--- config.mk ---
export PLATFORM = sky130hd
export DESIGN_NAME = mem_arbiter_flat
export DESIGN_NICKNAME = d
export VERILOG_FILES = /design/src/rtl/mem_arbiter_if.sv /design/src/rtl/mem_arbiter.sv /design/src/flat_wrapper.sv
export SDC_FILE = /design/constraint.sdc
export NUM_CORES = 1
export LEC_CHECK = 0
export BUFFER_PORTS_ARGS = -buffer_cell sky130_fd_sc_hd__buf_4
export CAP_MARGIN = 20
export CORE_AREA = 5 5 124 97
export CTS_CLUSTER_DIAMETER = 200
export DETAILED_ROUTE_END_ITERATION = 7
export DIE_AREA = 0 0 129 102
export PLACE_DENSITY_LB_ADDON = 0.2
export SLEW_MARGIN = 20
export SYNTH_ARGS = -nofsm -noshare
export SYNTH_HDL_FRONTEND = slang
export SYNTH_SLANG_ARGS = --single-unit
export TNS_END_PERCENT = 100
--- constraint.sdc ---
create_clock -name clk -period 4.1 [get_ports clk]
set_clock_uncertainty 0.05 [all_clocks]
set_input_delay 0.41 -clock clk [delete_from_list [all_inputs] [get_ports clk]]
set_output_delay 0.41 -clock clk [all_outputs]
set_load 0.02 [all_outputs]
--- src/rtl/mem_arbiter_if.sv ---
// Bus bundle between the two requesters, the arbiter and the single-port RAM.
// The arbiter uses the slave view; requesters and the RAM model use the master view.
interface mem_arbiter_if #(
    parameter int ADDR_W = 9,
    parameter int DATA_W = 32
);
    logic              req_a;
    logic              we_a;
    logic [ADDR_W-1:0] addr_a;
    logic [DATA_W-1:0] wdata_a;
    logic              gnt_a;
    logic              done_a;
    logic [DATA_W-1:0] rdata_a;

    logic              req_b;
    logic              we_b;
    logic [ADDR_W-1:0] addr_b;
    logic [DATA_W-1:0] wdata_b;
    logic              gnt_b;
    logic              done_b;
    logic [DATA_W-1:0] rdata_b;

    logic              busy;
    logic              mem_read;
    logic              mem_write;
    logic [ADDR_W-1:0] mem_addr;
    logic [DATA_W-1:0] mem_wdata;
    logic [DATA_W-1:0] mem_rdata;

    modport slave (
        input  req_a, we_a, addr_a, wdata_a,
        input  req_b, we_b, addr_b, wdata_b,
        input  mem_rdata,
        output gnt_a, done_a, rdata_a,
        output gnt_b, done_b, rdata_b,
        output busy, mem_read, mem_write, mem_addr, mem_wdata
    );

    modport master (
        output req_a, we_a, addr_a, wdata_a,
        output req_b, we_b, addr_b, wdata_b,
        output mem_rdata,
        input  gnt_a, done_a, rdata_a,
        input  gnt_b, done_b, rdata_b,
        input  busy, mem_read, mem_write, mem_addr, mem_wdata
    );
endinterface

--- src/rtl/mem_arbiter.sv ---
// Round-robin two-port arbiter and access sequencer for the single-port RAM.
// One transaction at a time: IDLE (arbitrate) -> ACCESS (strobe held) -> DONE (done pulse).
module mem_arbiter #(
    parameter int ADDR_W      = 9,
    parameter int DATA_W      = 32,
    parameter int WAIT_CYCLES = 1
) (
    input  logic          clk,
    input  logic          clear_n,
    mem_arbiter_if.slave  bus
);

    typedef enum logic [1:0] {
        IDLE   = 2'd0,
        ACCESS = 2'd1,
        DONE   = 2'd2
    } state_t;

    // A zero wait count would leave no cycle for the strobe, so it is clamped to one.
    localparam int W_EFF = (WAIT_CYCLES < 1) ? 1 : WAIT_CYCLES;
    localparam int CNT_W = (W_EFF > 1) ? $clog2(W_EFF) : 1;
    localparam logic [CNT_W-1:0] CNT_LOAD = CNT_W'(W_EFF - 1);

    state_t            state_q, state_d;
    logic              ptr_q, ptr_d;        // 0: A has priority, 1: B
    logic              owner_q, owner_d;    // 0: A owns the access, 1: B
    logic              we_q, we_d;
    logic [CNT_W-1:0]  cnt_q, cnt_d;
    logic              gnt_a_q, gnt_a_d, gnt_b_q, gnt_b_d;
    logic              done_a_q, done_a_d, done_b_q, done_b_d;
    logic              busy_q, busy_d;
    logic              mem_read_q, mem_read_d, mem_write_q, mem_write_d;
    logic [ADDR_W-1:0] mem_addr_q, mem_addr_d;
    logic [DATA_W-1:0] mem_wdata_q, mem_wdata_d;
    logic [DATA_W-1:0] rdata_a_q, rdata_a_d, rdata_b_q, rdata_b_d;
    logic              pick_b;
    logic              we_sel;

    always_comb begin
        // NOTE: every signal written here gets a default first, so no branch can infer a latch.
        state_d     = state_q;
        ptr_d       = ptr_q;
        owner_d     = owner_q;
        we_d        = we_q;
        cnt_d       = cnt_q;
        gnt_a_d     = 1'b0;
        gnt_b_d     = 1'b0;
        done_a_d    = 1'b0;
        done_b_d    = 1'b0;
        busy_d      = busy_q;
        mem_read_d  = mem_read_q;
        mem_write_d = mem_write_q;
        mem_addr_d  = mem_addr_q;
        mem_wdata_d = mem_wdata_q;
        rdata_a_d   = rdata_a_q;
        rdata_b_d   = rdata_b_q;
        pick_b      = 1'b0;
        we_sel      = 1'b0;

        unique case (state_q)
            IDLE: begin
                busy_d      = 1'b0;
                mem_read_d  = 1'b0;
                mem_write_d = 1'b0;
                if (bus.req_a || bus.req_b) begin
                    pick_b      = bus.req_b && (!bus.req_a || ptr_q);
                    we_sel      = pick_b ? bus.we_b : bus.we_a;
                    owner_d     = pick_b;
                    ptr_d       = !pick_b;
                    we_d        = we_sel;
                    mem_addr_d  = pick_b ? bus.addr_b  : bus.addr_a;
                    mem_wdata_d = pick_b ? bus.wdata_b : bus.wdata_a;
                    gnt_a_d     = !pick_b;
                    gnt_b_d     = pick_b;
                    mem_read_d  = !we_sel;
                    mem_write_d = we_sel;
                    cnt_d       = CNT_LOAD;
                    busy_d      = 1'b1;
                    state_d     = ACCESS;
                end
            end

            ACCESS: begin
                if (cnt_q == '0) begin
                    if (!we_q) begin
                        if (owner_q) rdata_b_d = bus.mem_rdata;
                        else         rdata_a_d = bus.mem_rdata;
                    end
                    done_a_d    = !owner_q;
                    done_b_d    = owner_q;
                    mem_read_d  = 1'b0;
                    mem_write_d = 1'b0;
                    state_d     = DONE;
                end else begin
                    cnt_d = cnt_q - 1'b1;
                end
            end

            DONE: begin
                busy_d  = 1'b0;
                state_d = IDLE;
            end

            default: begin
                busy_d      = 1'b0;
                mem_read_d  = 1'b0;
                mem_write_d = 1'b0;
                state_d     = IDLE;
            end
        endcase
    end

    // Reset drops any in-flight access: strobes and pulses clear asynchronously.
    always_ff @(posedge clk or negedge clear_n) begin
        if (!clear_n) begin
            state_q     <= IDLE;
            ptr_q       <= 1'b0;
            owner_q     <= 1'b0;
            we_q        <= 1'b0;
            cnt_q       <= '0;
            gnt_a_q     <= 1'b0;
            gnt_b_q     <= 1'b0;
            done_a_q    <= 1'b0;
            done_b_q    <= 1'b0;
            busy_q      <= 1'b0;
            mem_read_q  <= 1'b0;
            mem_write_q <= 1'b0;
            mem_addr_q  <= '0;
            mem_wdata_q <= '0;
            rdata_a_q   <= '0;
            rdata_b_q   <= '0;
        end else begin
            // NOTE: state registers use non-blocking assignments so every flop samples pre-edge values.
            state_q     <= state_d;
            ptr_q       <= ptr_d;
            owner_q     <= owner_d;
            we_q        <= we_d;
            cnt_q       <= cnt_d;
            gnt_a_q     <= gnt_a_d;
            gnt_b_q     <= gnt_b_d;
            done_a_q    <= done_a_d;
            done_b_q    <= done_b_d;
            busy_q      <= busy_d;
            mem_read_q  <= mem_read_d;
            mem_write_q <= mem_write_d;
            mem_addr_q  <= mem_addr_d;
            mem_wdata_q <= mem_wdata_d;
            rdata_a_q   <= rdata_a_d;
            rdata_b_q   <= rdata_b_d;
        end
    end

    assign bus.gnt_a     = gnt_a_q;
    assign bus.gnt_b     = gnt_b_q;
    assign bus.done_a    = done_a_q;
    assign bus.done_b    = done_b_q;
    assign bus.rdata_a   = rdata_a_q;
    assign bus.rdata_b   = rdata_b_q;
    assign bus.busy      = busy_q;
    assign bus.mem_read  = mem_read_q;
    assign bus.mem_write = mem_write_q;
    assign bus.mem_addr  = mem_addr_q;
    assign bus.mem_wdata = mem_wdata_q;

endmodule

--- src/flat_wrapper.sv ---
// flat-port wrapper written by rule: the top's interface ports become plain ports
module mem_arbiter_flat 
#(
    parameter int ADDR_W      = 9,
    parameter int DATA_W      = 32,
    parameter int WAIT_CYCLES = 1
)
  (clk, clear_n, bus_req_a, bus_we_a, bus_addr_a, bus_wdata_a, bus_req_b, bus_we_b, bus_addr_b, bus_wdata_b, bus_mem_rdata, bus_gnt_a, bus_done_a, bus_rdata_a, bus_gnt_b, bus_done_b, bus_rdata_b, bus_busy, bus_mem_read, bus_mem_write, bus_mem_addr, bus_mem_wdata);
  mem_arbiter_if #(.ADDR_W(ADDR_W), .DATA_W(DATA_W)) bus_i ();
  input  logic clk;
  input  logic clear_n;
  input wire logic [$bits(bus_i.req_a)-1:0] bus_req_a;
  input wire logic [$bits(bus_i.we_a)-1:0] bus_we_a;
  input wire logic [$bits(bus_i.addr_a)-1:0] bus_addr_a;
  input wire logic [$bits(bus_i.wdata_a)-1:0] bus_wdata_a;
  input wire logic [$bits(bus_i.req_b)-1:0] bus_req_b;
  input wire logic [$bits(bus_i.we_b)-1:0] bus_we_b;
  input wire logic [$bits(bus_i.addr_b)-1:0] bus_addr_b;
  input wire logic [$bits(bus_i.wdata_b)-1:0] bus_wdata_b;
  input wire logic [$bits(bus_i.mem_rdata)-1:0] bus_mem_rdata;
  output wire logic [$bits(bus_i.gnt_a)-1:0] bus_gnt_a;
  output wire logic [$bits(bus_i.done_a)-1:0] bus_done_a;
  output wire logic [$bits(bus_i.rdata_a)-1:0] bus_rdata_a;
  output wire logic [$bits(bus_i.gnt_b)-1:0] bus_gnt_b;
  output wire logic [$bits(bus_i.done_b)-1:0] bus_done_b;
  output wire logic [$bits(bus_i.rdata_b)-1:0] bus_rdata_b;
  output wire logic [$bits(bus_i.busy)-1:0] bus_busy;
  output wire logic [$bits(bus_i.mem_read)-1:0] bus_mem_read;
  output wire logic [$bits(bus_i.mem_write)-1:0] bus_mem_write;
  output wire logic [$bits(bus_i.mem_addr)-1:0] bus_mem_addr;
  output wire logic [$bits(bus_i.mem_wdata)-1:0] bus_mem_wdata;
  assign bus_i.req_a = bus_req_a;
  assign bus_i.we_a = bus_we_a;
  assign bus_i.addr_a = bus_addr_a;
  assign bus_i.wdata_a = bus_wdata_a;
  assign bus_i.req_b = bus_req_b;
  assign bus_i.we_b = bus_we_b;
  assign bus_i.addr_b = bus_addr_b;
  assign bus_i.wdata_b = bus_wdata_b;
  assign bus_i.mem_rdata = bus_mem_rdata;
  assign bus_gnt_a = bus_i.gnt_a;
  assign bus_done_a = bus_i.done_a;
  assign bus_rdata_a = bus_i.rdata_a;
  assign bus_gnt_b = bus_i.gnt_b;
  assign bus_done_b = bus_i.done_b;
  assign bus_rdata_b = bus_i.rdata_b;
  assign bus_busy = bus_i.busy;
  assign bus_mem_read = bus_i.mem_read;
  assign bus_mem_write = bus_i.mem_write;
  assign bus_mem_addr = bus_i.mem_addr;
  assign bus_mem_wdata = bus_i.mem_wdata;
  mem_arbiter #(.ADDR_W(ADDR_W), .DATA_W(DATA_W), .WAIT_CYCLES(WAIT_CYCLES)) u_core (.clk(clk), .clear_n(clear_n), .bus(bus_i));
endmodule
-- Yosys cells after proc, flatten, opt, wreduce, memory -nomap -nowiden
Cells that the tools add are included.
- bitwise gates (word level): 4
- add/sub/neg operators: 1
- reduce and logical (&&, ||, !) cells: 15
- muxes and demuxes: 24
- equality and inequality tests: 4
- operator list (cell ; count):
    two-way mux 32 bit ; 1
    two-way mux 1 bit ; 15
    two-way mux 9 bit ; 1
    AND reduction 2 bit ; 4
    AND reduction 4 bit ; 2
    case mux 1 bit (3 select lines) ; 2
    logical NOT 1 bit ; 4
    two-way mux 2 bit ; 2
    NOT 1 bit ; 4
    case mux 1 bit (2 select lines) ; 2
    case mux 2 bit (2 select lines) ; 1
    equality test 2 x 1 -> 1 bit (second input constant) ; 1
    equality test 2 bit (second input constant) ; 1
    logical NOT 2 bit ; 1
    logical OR 1 bit ; 2
    inequality test 2 x 1 -> 1 bit (second input constant) ; 1
    inequality test 2 bit (second input constant) ; 1
    nonzero test 2 bit ; 1
    logical AND 1 bit ; 1
    subtractor 1 bit (second input constant) ; 1
- register bits after elaboration: 118
- logic and storage cells: 64
- output and inout bits: 112
- bits of input ports: 120

-- Longest topological paths before layout
Gate-level depths: netlist of the first run.
- depth after elaboration: 7
- mapped depth: 5
- gate-level depth less buffers: 4

-- Worst setup path after synthesis of the first run
Ideal clock, no wire load.
- path kind: flip-flop to flip-flop
- start point: register u_core.state_q[1]
- end point: register u_core.rdata_b_q[0], in the netlist u_core.bus.rdata_b[0]
- setup slack: 2.524 ns
- clock period less this slack: 1.576 ns
- required time: 3.925 ns
- arrival: 1.401 ns
- stages on the path, launching flop included: 5
- library setup time: 0.125 ns
- path buffers: 1
- path through: dfrtp_1 nand2b_1 nor3b_4 buf_6 mux2_2
- word-level cells in the longest chain between the ends: 2
- ends and longest elaborated chain (element ; RTL line ; RTL):
    start, declared ; mem_arbiter.sv:24 ; state_t state_q, state_d;
    start signal, assigned ; mem_arbiter.sv:134 ; state_q <= state_d;
    equality test 2 x 1 -> 1 bit ; mem_arbiter.sv:60 ; unique case (state_q)
    AND reduction 4 bit (no source line) ; n/a ;
    end signal, assigned ; mem_arbiter.sv:149 ; rdata_b_q <= rdata_b_d;
    end, declared ; mem_arbiter.sv:35 ; logic [DATA_W-1:0] rdata_a_q, rdata_a_d, rdata_b_q, rdata_b_d;
No other way between the ends.
A chain may end at the register's enable or synchronous reset.

-- Final worst setup path of the first run
- start point: register u_core.state_q[1]
- end point: register u_core.mem_wdata_q[16], in the netlist u_core.bus.mem_wdata[16]
- word-level cells in the longest chain between the ends: 2
- ends and longest elaborated chain (element ; RTL line ; RTL):
    logical NOT 2 bit ; mem_arbiter.sv:60 ;
    AND reduction 2 bit (no source line) ; n/a ;
    end signal, assigned ; mem_arbiter.sv:147 ; mem_wdata_q <= mem_wdata_d;
    end, declared ; mem_arbiter.sv:34 ; logic [DATA_W-1:0] mem_wdata_q, mem_wdata_d;
No other way between the ends.

==> results of run 1 <==
state kept, by name (all words and copies together) (netlist names):
register,cells
u_core.bus.mem_wdata,32
u_core.bus.rdata_a,32
u_core.bus.rdata_b,32
u_core.bus.mem_addr,9
u_core.state_q,2
u_core.bus.busy,1
u_core.bus.done_a,1
u_core.bus.done_b,1
u_core.bus.gnt_a,1
u_core.bus.gnt_b,1
u_core.bus.mem_read,1
u_core.bus.mem_write,1
u_core.owner_q,1
u_core.ptr_q,1
u_core.we_q,1
cells by family after synthesis:
kind of cell           count (synthesis)  share of synthesized area
AO/OA/AOI/OAI                         53                      0.103
buffers and inverters                 26                     0.0359
flip-flops                           117                      0.627
multiplexers                          64                      0.154
AND/OR/NAND/NOR                       59                     0.0806
per-layer routing:
metal  global-route usage  up-vias  wire (um)
met5                    0        -          0
met2                0.343      129       6540
met1                0.249     1826       5250
met4               0.0702        0        193
li1                     -     1681          -
met3               0.0695       13        975
how the worst max path moves through the flow:
| stage | startpoint | to | cells after the start |
|---|---|---|---|
| after floorplan | u_core.state_q[1] | u_core.bus.rdata_b[0] | 4 |
| after global placement | u_core.state_q[1] | u_core.bus.mem_wdata[0] | 5 |
| after detailed placement | u_core.state_q[1] | u_core.bus.mem_wdata[16] | 5 |
| after CTS | u_core.state_q[1] | u_core.bus.mem_wdata[16] | 5 |
| after global routing | u_core.state_q[1] | u_core.bus.mem_addr[6] | 5 |
| final | u_core.state_q[1] | u_core.bus.mem_wdata[16] | 5 |
layout make-up:
class	count	share of cell area
Inverter	3	0.00159
Multi-Input combinational cell	176	0.224
Timing Repair Buffer	239	0.253
Clock inverter	10	0.0185
Clock buffer	20	0.0645
Tap cell	140	0.0247
Sequential cell	117	0.413
power groups by stage:
stage                     Sequential (mW)  Combinational, mW  Clock (mW)
after detailed placement             2.08               2.83           0
final                                2.08               2.79        1.46
after global placement               2.06               2.77           0
after global routing                 2.15               2.98        1.55
after CTS                            2.08               2.83        1.49
after floorplan                      2.70              0.964           0
worst register-to-register path: cells and delay by family, from the launching register on:
kind,cells,cell delay (ns)
AO/OA/AOI/OAI,1,0.35
buffers and inverters,2,0.71
flip-flops,1,0.40
AND/OR/NAND/NOR,2,0.46
cells in the final DEF, fill, tap and decap left out, types with 2 or more instances in the layout:
| cell | count |
|---|---|
| buf_4 | 239 |
| clkinv_2 | 5 |
| and2_1 | 2 |
| and3_1 | 40 |
| mux2_2 | 62 |
| clkbuf_16 | 17 |
| a31oi_1 | 3 |
| dfrtp_1 | 117 |
| bufinv_16 | 3 |
| a21oi_1 | 3 |
| clkbuf_8 | 2 |
| mux2_1 | 2 |
| a21o_1 | 2 |
| inv_1 | 3 |
| o21ai_0 | 3 |
| a221o_1 | 39 |
| nor2b_1 | 2 |
| nand3_1 | 3 |
| nand2_1 | 4 |
==> flow_summary.toml, run 1 <==
[setup_path]
rr_startpoint = "u_core.state_q[1]"
cp_common_cell = "buf_4"
critPathMaxStageDelay_ns = 0.40
r2r_setup_slack_ns = 2.01
critPathRequiredTime_ns = 4.32
cp_slowest_cell = "dfrtp_1"
worstPathArrival_ns = 2.31
r2r_end = "u_core.bus.mem_wdata[16]"
path_cells = "nor2_2, buf_4, nand2_1, buf_4, a221o_1"
start_kind = "flip-flop"
end_kind = "flip-flop"
r2r_cells = 5
worstSetupPathType = "flip-flop to flip-flop"
cp_num_buf_inv = 2
crit_family = "buffers and inverters"
cp_max_fo = 46

[logic_synthesis]
synthesis.area_mm2 = 0.00467
async_flop_share = 1.00
synth_top_area_share = 0.627
synth_edf_count = 0
synth_cells = 319
synth_area_leaders = "dfrtp_1, mux2_2, a221o_1, and3_1, buf_6"
synth_nets = 439
synth_top_area_cell = "dfrtp_1"
syn_area_per_cell_um2 = 14.6
synth_top_flop_cell = "dfrtp_1"
ys_top_cells_by_count = "dfrtp_1, mux2_2, and3_1"
ys_types = 29
ys_seq_area_frac = 0.627
ys.warnings.count = 0
yosysMostFrequentCell = "dfrtp_1"
ys_ff_latch = 117

[die]
die_h_um = 102
fp-row-count = 33
start_util = 0.439
design.core.area_mm2 = 0.0107
io_pins = 232
die_area_mm2 = 0.0132
die_w_um = 129

[placed_design]
routabilityCongestion = 0.796
dp_hpwl_um = 9480
pre_cts_slack_ns = 2.07
place_inst = 675
numPortBuffers = 231
placed_area_mm2 = 0.00649

[clock_network]
post_cts_resized = 0
clk_pin_slew_ns = 0.05
cts_max_path_buffers = 2
post_cts_buffers = 0
cts_buffers = 17
cts_hold_buf = 0
root_buffer = "clkbuf_16"
clock_latency_ns = 0.40
cts_tree = "built"
h-tree-depth = 4
cts_sinks = 117

[route]
first_pass_iters = 4
antenna_left = 0
drtIter0Drc = 135
route.detailed.drc = 0
wl_um = 13000
drt-wirelength-per-cell_um = 18.4
avgViaCountPerCell = 5.18
vias = 3649

[final_layout]
nNetsFinal = 674
drive_gt1_frac = 0.595
multiInputGateArea_mm2 = 0.00159
instances_no_fill = 705
utilization = 0.665
seq_area_mm2 = 0.00293
area_growth_pct = 51.6
postLayoutCellArea_mm2 = 0.00708
num_antenna_cells = 0
fill_cells = 819

[pwr]
powerDensity_mw_per_mm2 = 894
power_frac_clock = 0.231
power.leakage_nw = 3.60
seqPwrFrac = 0.328
swShare = 0.361
internal_power_mw = 4.04
p_comb_frac = 0.441
total_power_mw = 6.33
p_switching_mw = 2.29
irDropWorstVdd_mv = 0.483

[sta]
fin_setup_tns_ns = 0
min_period_ns = 2.09
slew_headroom = 0.521
rsz0062_at_grt = "no"
setup_viol = 0
hold_ws_ns = 0.0107
max_freq_mhz = 478
worstMarginPinSlew_ns = 0.719
drv_slew = 0
fin_crit_sh = 0.510
fin_ws_ns = 2.01
hold_viol = 0

[status]
outcome = "finished, final reports clean"

[global_routing]
grt_pass1_wl_um = 20800
antenna_found_initial = 0
grt_pass1_vias = 4077
gr-usage-all-layers = 0.204
grt-ovfl-total = 0
grt_max_degree = 58

[worst_hold_path]
hp-class = "input port to asynchronous set/reset pin"

[job]
drv_cap = 0
Note: power is estimated with default switching activity, not from simulation.
==> inputs of run 2 (changes only) <==
- CORE_AREA: 5 5 124 97 -> 5 5 130 101
- DIE_AREA: 0 0 129 102 -> 0 0 135 106
- clock period: 4.1 -> 1.7 ns (I/O delays scaled with it)
==> run 2 against run 1 <==
Against the previous run:
- total power grew to 2.5 times the previous value
- count of clock-buffer cells in the layout shrank 1
- combinational power grew to 2.6 times the previous value
- fmax grew 25%
- setup slack lost 2.0 ns
- critical endpoint is now u_core.bus.mem_wdata[3]
- sequential share of layout area shrank 5.1 points
- non-clock buffer count grew 81
==> flow_summary.toml, run 2 (synthesized netlist as in run 1, its figures left out) <==
[status]
outcome = "finished, final reports clean"

[clock_network]
root_buffer = "clkbuf_16"
cts_sinks = 117
h-tree-depth = 4
cts_max_path_buffers = 2
cts_buffers = 17
clock_latency_ns = 0.40
cts_tree = "built"
clk_pin_slew_ns = 0.06

[die]
start_util = 0.394
fp-row-count = 35
die_area_mm2 = 0.0143
die_h_um = 106
design.core.area_mm2 = 0.0119
die_w_um = 135
io_pins = 232

[setup_path]
cp_max_fo = 24
worstSetupPathType = "flip-flop to flip-flop"
critPathRequiredTime_ns = 1.93
crit_start = "u_core.ptr_q"
crit_family = "flip-flops"
r2r_setup_slack_ns = 0.03
r2r_cells = 5
rr_startpoint = "u_core.ptr_q"
end_kind = "flip-flop"
cp_slowest_cell = "dfrtp_2"
cp_num_buf_inv = 2
worstPathArrival_ns = 1.90
start_kind = "flip-flop"
path_cells = "buf_4, nand2b_4, and3_4, buf_12, a221o_1"
critPathMaxStageDelay_ns = 0.45
r2r_end = "u_core.bus.mem_wdata[3]"

[global_routing]
grtUsageMet3 = 0.0620
grt-ovfl-total = 0
grt.met1_usage = 0.248
antenna_found_initial = 0
grt_pass1_wl_um = 23200
gr-usage-all-layers = 0.207
grt_max_degree = 44
grt_pass1_vias = 4501
grt_use_met2 = 0.350
gr-max-usage-layer = "met2"

[job]
drv_cap = 0

[route]
avgViaCountPerCell = 4.97
drt-wirelength-per-cell_um = 18.2
antenna_left = 0
drtIter0Drc = 218
vias = 4053
wl_um = 14800
first_pass_iters = 4
route.detailed.drc = 0

[pwr]
total_power_mw = 15.9
seqPwrFrac = 0.315
irDropWorstVdd_mv = 1.03
internal_power_mw = 10.1
power_frac_clock = 0.234
p_switching_mw = 5.83
p_comb_frac = 0.451
swShare = 0.366
power.leakage_nw = 3.98
powerDensity_mw_per_mm2 = 1970

[final_layout]
final_cell_mix = "buf_4, dfrtp_1, dlygate4sd3_1"
seq_area_mm2 = 0.00293
fill_cells = 854
drive_gt1_frac = 0.542
multiInputGateArea_mm2 = 0.00162
utilization = 0.680
num_antenna_cells = 0
instances_no_fill = 815
layout_commonest_cell = "buf_4"
area_growth_pct = 72.8
nNetsFinal = 756

[sta]
fin_setup_tns_ns = 0
slew_headroom = 0.386
drv_slew = 0
max_freq_mhz = 599
fin_ws_ns = 0.0310
hold_viol = 0
fin_crit_sh = 0.982
worstMarginPinSlew_ns = 0.916
setup_viol = 0
rsz0062_at_grt = "no"
min_period_ns = 1.67

[worst_hold_path]
hold_end = "u_core.bus.mem_write"
hp-class = "input port to flip-flop"
hold_start = "bus_we_b"
min_path_cells = 3

[placed_design]
dp_hpwl_um = 9420
place_inst = 707
pre_cts_slack_ns = -0.0209
routabilityCongestion = 0.787
numPortBuffers = 231
-- run 2: changes by cell type in the layout (fill, tap and decap cells not counted), sizes merged, moves of 3 or more --
cell / change
clkinvlp: +4
dlygate4sd3: +72
buf: +9
clkinv: -4
inv: +3
-- run 2: worst max-delay path by stage --
stage / slack (ns) / cells past startpoint / to
2_1_floorplan: 0.12 / 4 / u_core.bus.rdata_b[0]
3_3_place_gp: -0.22 / 3 / u_core.bus.mem_addr[1]
3_5_place_dp: -0.02 / 4 / u_core.bus.rdata_b[27]
4_1_cts: 0.01 / 5 / u_core.bus.rdata_b[29]
5_1_grt: 0.004 / 5 / u_core.bus.mem_wdata[5]
6_report: 0.03 / 5 / u_core.bus.mem_wdata[3]
-- run 2: metrics by stage --
stage / hold WS (ns) / cell area [um2]
6_report: 0.0233 / 8080
5_1_grt: 0.0230 / 8080
4_1_cts: 0.00582 / 8040
3_5_place_dp: 0.0804 / 6640
3_3_place_gp: 0.0764 / 6640
2_1_floorplan: -0.176 / 4670
-- run 2: area by class of cell --
type,instances,share of cell area
Clock inverter,13,0.0212
Timing Repair Buffer,320,0.333
Multi-Input combinational cell,177,0.200
Inverter,3,0.00139
Sequential cell,117,0.363
Tap cell,166,0.0257
Clock buffer,19,0.0561
-- run 2: power by group through the flow --
stage	sequential, mW	combinational, mW	clock [mW]
finish	5.02	7.19	3.72
global placement	4.95	6.85	0
CTS	5.01	7.20	3.79
detailed placement	5.01	6.98	0
global route	5.20	7.65	3.94
floorplan	6.50	2.33	0
-- run 2: per-layer routing --
| layer | wire length (um) | part of all wire | up-vias |
|---|---|---|---|
| met2 | 7690 | 0.52 | 160 |
| met1 | 5910 | 0.40 | 2019 |
| met5 | 0 | 0 | - |
| li1 | - | - | 1844 |
| met3 | 849 | 0.057 | 30 |
| met4 | 356 | 0.024 | 0 |
-- run 2: worst register-to-register path, cell delays in order (launching register included) --
cell      delay (ns)
dfrtp_2         0.45
buf_4           0.16
nand2b_4        0.15
and3_4          0.21
buf_12          0.16
a221o_1         0.38
-- run 2: timing repair --
item                       4_1_cts  5_1_grt
hold buffers                    72        0
resized for setup                3        8
hold endpoints to repair       129        0
setup endpoints to repair       38       63
pin swaps                        1        3
cloned                           1        1
buffers inserted                 1        1
==> inputs of run 3 (changes only) <==
- CORE_AREA: 5 5 130 101 -> 5 5 127 99
- CTS_BUF_LIST: not set -> sky130_fd_sc_hd__clkbuf_4 sky130_fd_sc_hd__clkbuf_8
- DIE_AREA: 0 0 135 106 -> 0 0 132 104
- TNS_END_PERCENT: 100 -> 1
==> run 3 against run 2 <==
Against the previous run:
- final area down 3.5%
- setup slack worse by 0.022 ns
- sequential power about the same
- cell count down 2.7%
- utilization up 1.1 points
- clock power down 37%
- critical path depth unchanged
- fmax down 1.3%
- register-to-register slack worse by 0.02 ns
- flip-flop and latch count unchanged
- total power down 9.5%
- sequential share of layout area up 1.3 points
- largest cell class unchanged
==> flow_summary.toml, run 3 (synthesized netlist as in run 1, its figures left out) <==
[placed_design]
numPortBuffers = 231
routabilityCongestion = 0.782
dp_hpwl_um = 9780
pre_cts_slack_ns = 0.00716

[setup_path]
end_kind = "flip-flop"
r2r_end = "u_core.bus.rdata_b[7]"
r2r_cells = 5
worstSetupPathType = "flip-flop to flip-flop"
crit_family = "simple AND/OR/NAND/NOR gates"
crit_start = "u_core.state_q[1]"
path_depth = 5
worstPathArrival_ns = 1.92
cp_slowest_cell = "dfrtp_1"
path_cells = "nand2b_2, nor3b_4, buf_4, buf_12, mux2_2"
endpoint = "u_core.bus.rdata_b[7]"
critPathMaxStageDelay_ns = 0.39
start_kind = "flip-flop"
cp_num_buf_inv = 2
critPathRequiredTime_ns = 1.92
cp_max_fo = 16
rr_startpoint = "u_core.state_q[1]"
r2r_setup_slack_ns = 0.009

[sta]
setup_viol = 0
min_period_ns = 1.69
worstMarginPinSlew_ns = 0.455
hold_viol = 0
fin_ws_ns = 0.00894
max_freq_mhz = 591
drv_slew = 0
rsz0062_at_grt = "yes"
slew_headroom = 0.693
fin_crit_sh = 0.995

[pwr]
powerDensity_mw_per_mm2 = 1850
irDropWorstVdd_mv = 0.889
power.leakage_nw = 3.89
total_power_mw = 14.4

[worst_hold_path]
hp-class = "input port to flip-flop"

[clock_network]
h-tree-depth = 4
root_buffer = "clkbuf_8"
cts_buffers = 17
clock_latency_ns = 0.39
cts_sinks = 117
clk_pin_slew_ns = 0.07
cts_tree = "built"
cts_max_path_buffers = 2

[die]
die_area_mm2 = 0.0137
fp-row-count = 34
design.core.area_mm2 = 0.0113
start_util = 0.414
die_h_um = 104
io_pins = 232
die_w_um = 132

[final_layout]
num_antenna_cells = 0
layout_commonest_cell = "buf_4"
utilization = 0.691
nNetsFinal = 760
drive_gt1_frac = 0.532
area_growth_pct = 66.7
final_cell_mix = "buf_4, dfrtp_1, dlygate4sd3_1"

[route]
avgViaCountPerCell = 5.07
drt-wirelength-per-cell_um = 17.6
dr.max_layer_used = "met4"
route.detailed.drc = 0
first_pass_iters = 4
wl_um = 14000
routedLengthMet1_um = 5710
met2_length_um = 6910
drtIter0Drc = 88
wl_met3_um = 1010
antenna_left = 0
vias = 4019

[global_routing]
grt_pass1_vias = 4498
gr-usage-all-layers = 0.207
grt_max_degree = 64
antenna_found_initial = 0
grt-ovfl-total = 0
grt_pass1_wl_um = 23200

[job]
drv_cap = 0

[status]
outcome = "finished, final reports clean"
-- run 3: changes by cell type in the layout (fill, tap and decap cells not counted), sizes merged --
cell / before / now
clkinvlp: 5 / 1
clkbuf: 19 / 25
bufinv: 3 / 1
inv: 6 / 3
a21boi: 2 / 1
buf: 248 / 247
dlygate4sd3: 72 / 77
-- run 3: layout make-up --
class                   instances  area, um2
fillers                       797       3480
flip-flops and latches        117       2930
repair buffers                325       2720
multi-input cells             176       1590
clock buffers                  24        318
well taps                     144        180
clock inverters                 4       47.5
inverters                       3       11.3
-- run 3: worst min-delay path by stage --
stage | from | end | slack (ns) | depth (start not counted)
global route | bus_wdata_a[11] | u_core.bus.mem_wdata[11] | 0.01 | 3
detailed placement | clear_n | u_core.bus.mem_wdata[2] | 0.16 | 2
finish | bus_wdata_a[11] | u_core.bus.mem_wdata[11] | 0.05 | 3
floorplan | clear_n | u_core.bus.busy | -0.18 | 0
global placement | clear_n | u_core.bus.mem_addr[1] | 0.16 | 2
CTS | bus_req_b | u_core.bus.mem_wdata[31] | 0.008 | 3
-- run 3: timing repair --
item	CTS	global route
pin swaps	0	1
hold endpoints to repair	223	0
gates cloned	0	2
endpoints found under the setup margin	1	52
hold buffers	77	0
resized for setup	1	0
setup buffers	0	2
-- run 3: power breakdown --
group,internal (mW),switching (mW),total (mW)
Sequential,4.17,0.834,5.01
Clock,1.35,0.983,2.33
Combinational,3.49,3.59,7.08
-- run 3: per-layer routing --
| metal | track usage | up-vias |
|---|---|---|
| met5 | 0 | - |
| met4 | 0.0734 | 0 |
| met3 | 0.0812 | 26 |
| met2 | 0.332 | 164 |
| met1 | 0.254 | 1986 |
| li1 | - | 1843 |
-- run 3: tightest hold or removal path, stage by stage --
cell and delay [ns]:
buf_4 0.07, and3_1 0.12, a221o_1 0.10
-- run 3: through the flow --
| stage | cells | setup TNS [ns] | hold WS, ns | instance area [um2] |
|---|---|---|---|---|
| detailed placement | 684 | 0 | 0.164 | 6600 |
| CTS | 789 | 0 | 0.00833 | 7740 |
| global placement | 684 | 0 | 0.165 | 6600 |
| global route | 793 | -1.32 | 0.0103 | 7790 |
| floorplan | 319 | 0 | -0.176 | 4670 |
| finish | 793 | 0 | 0.0503 | 7790 |
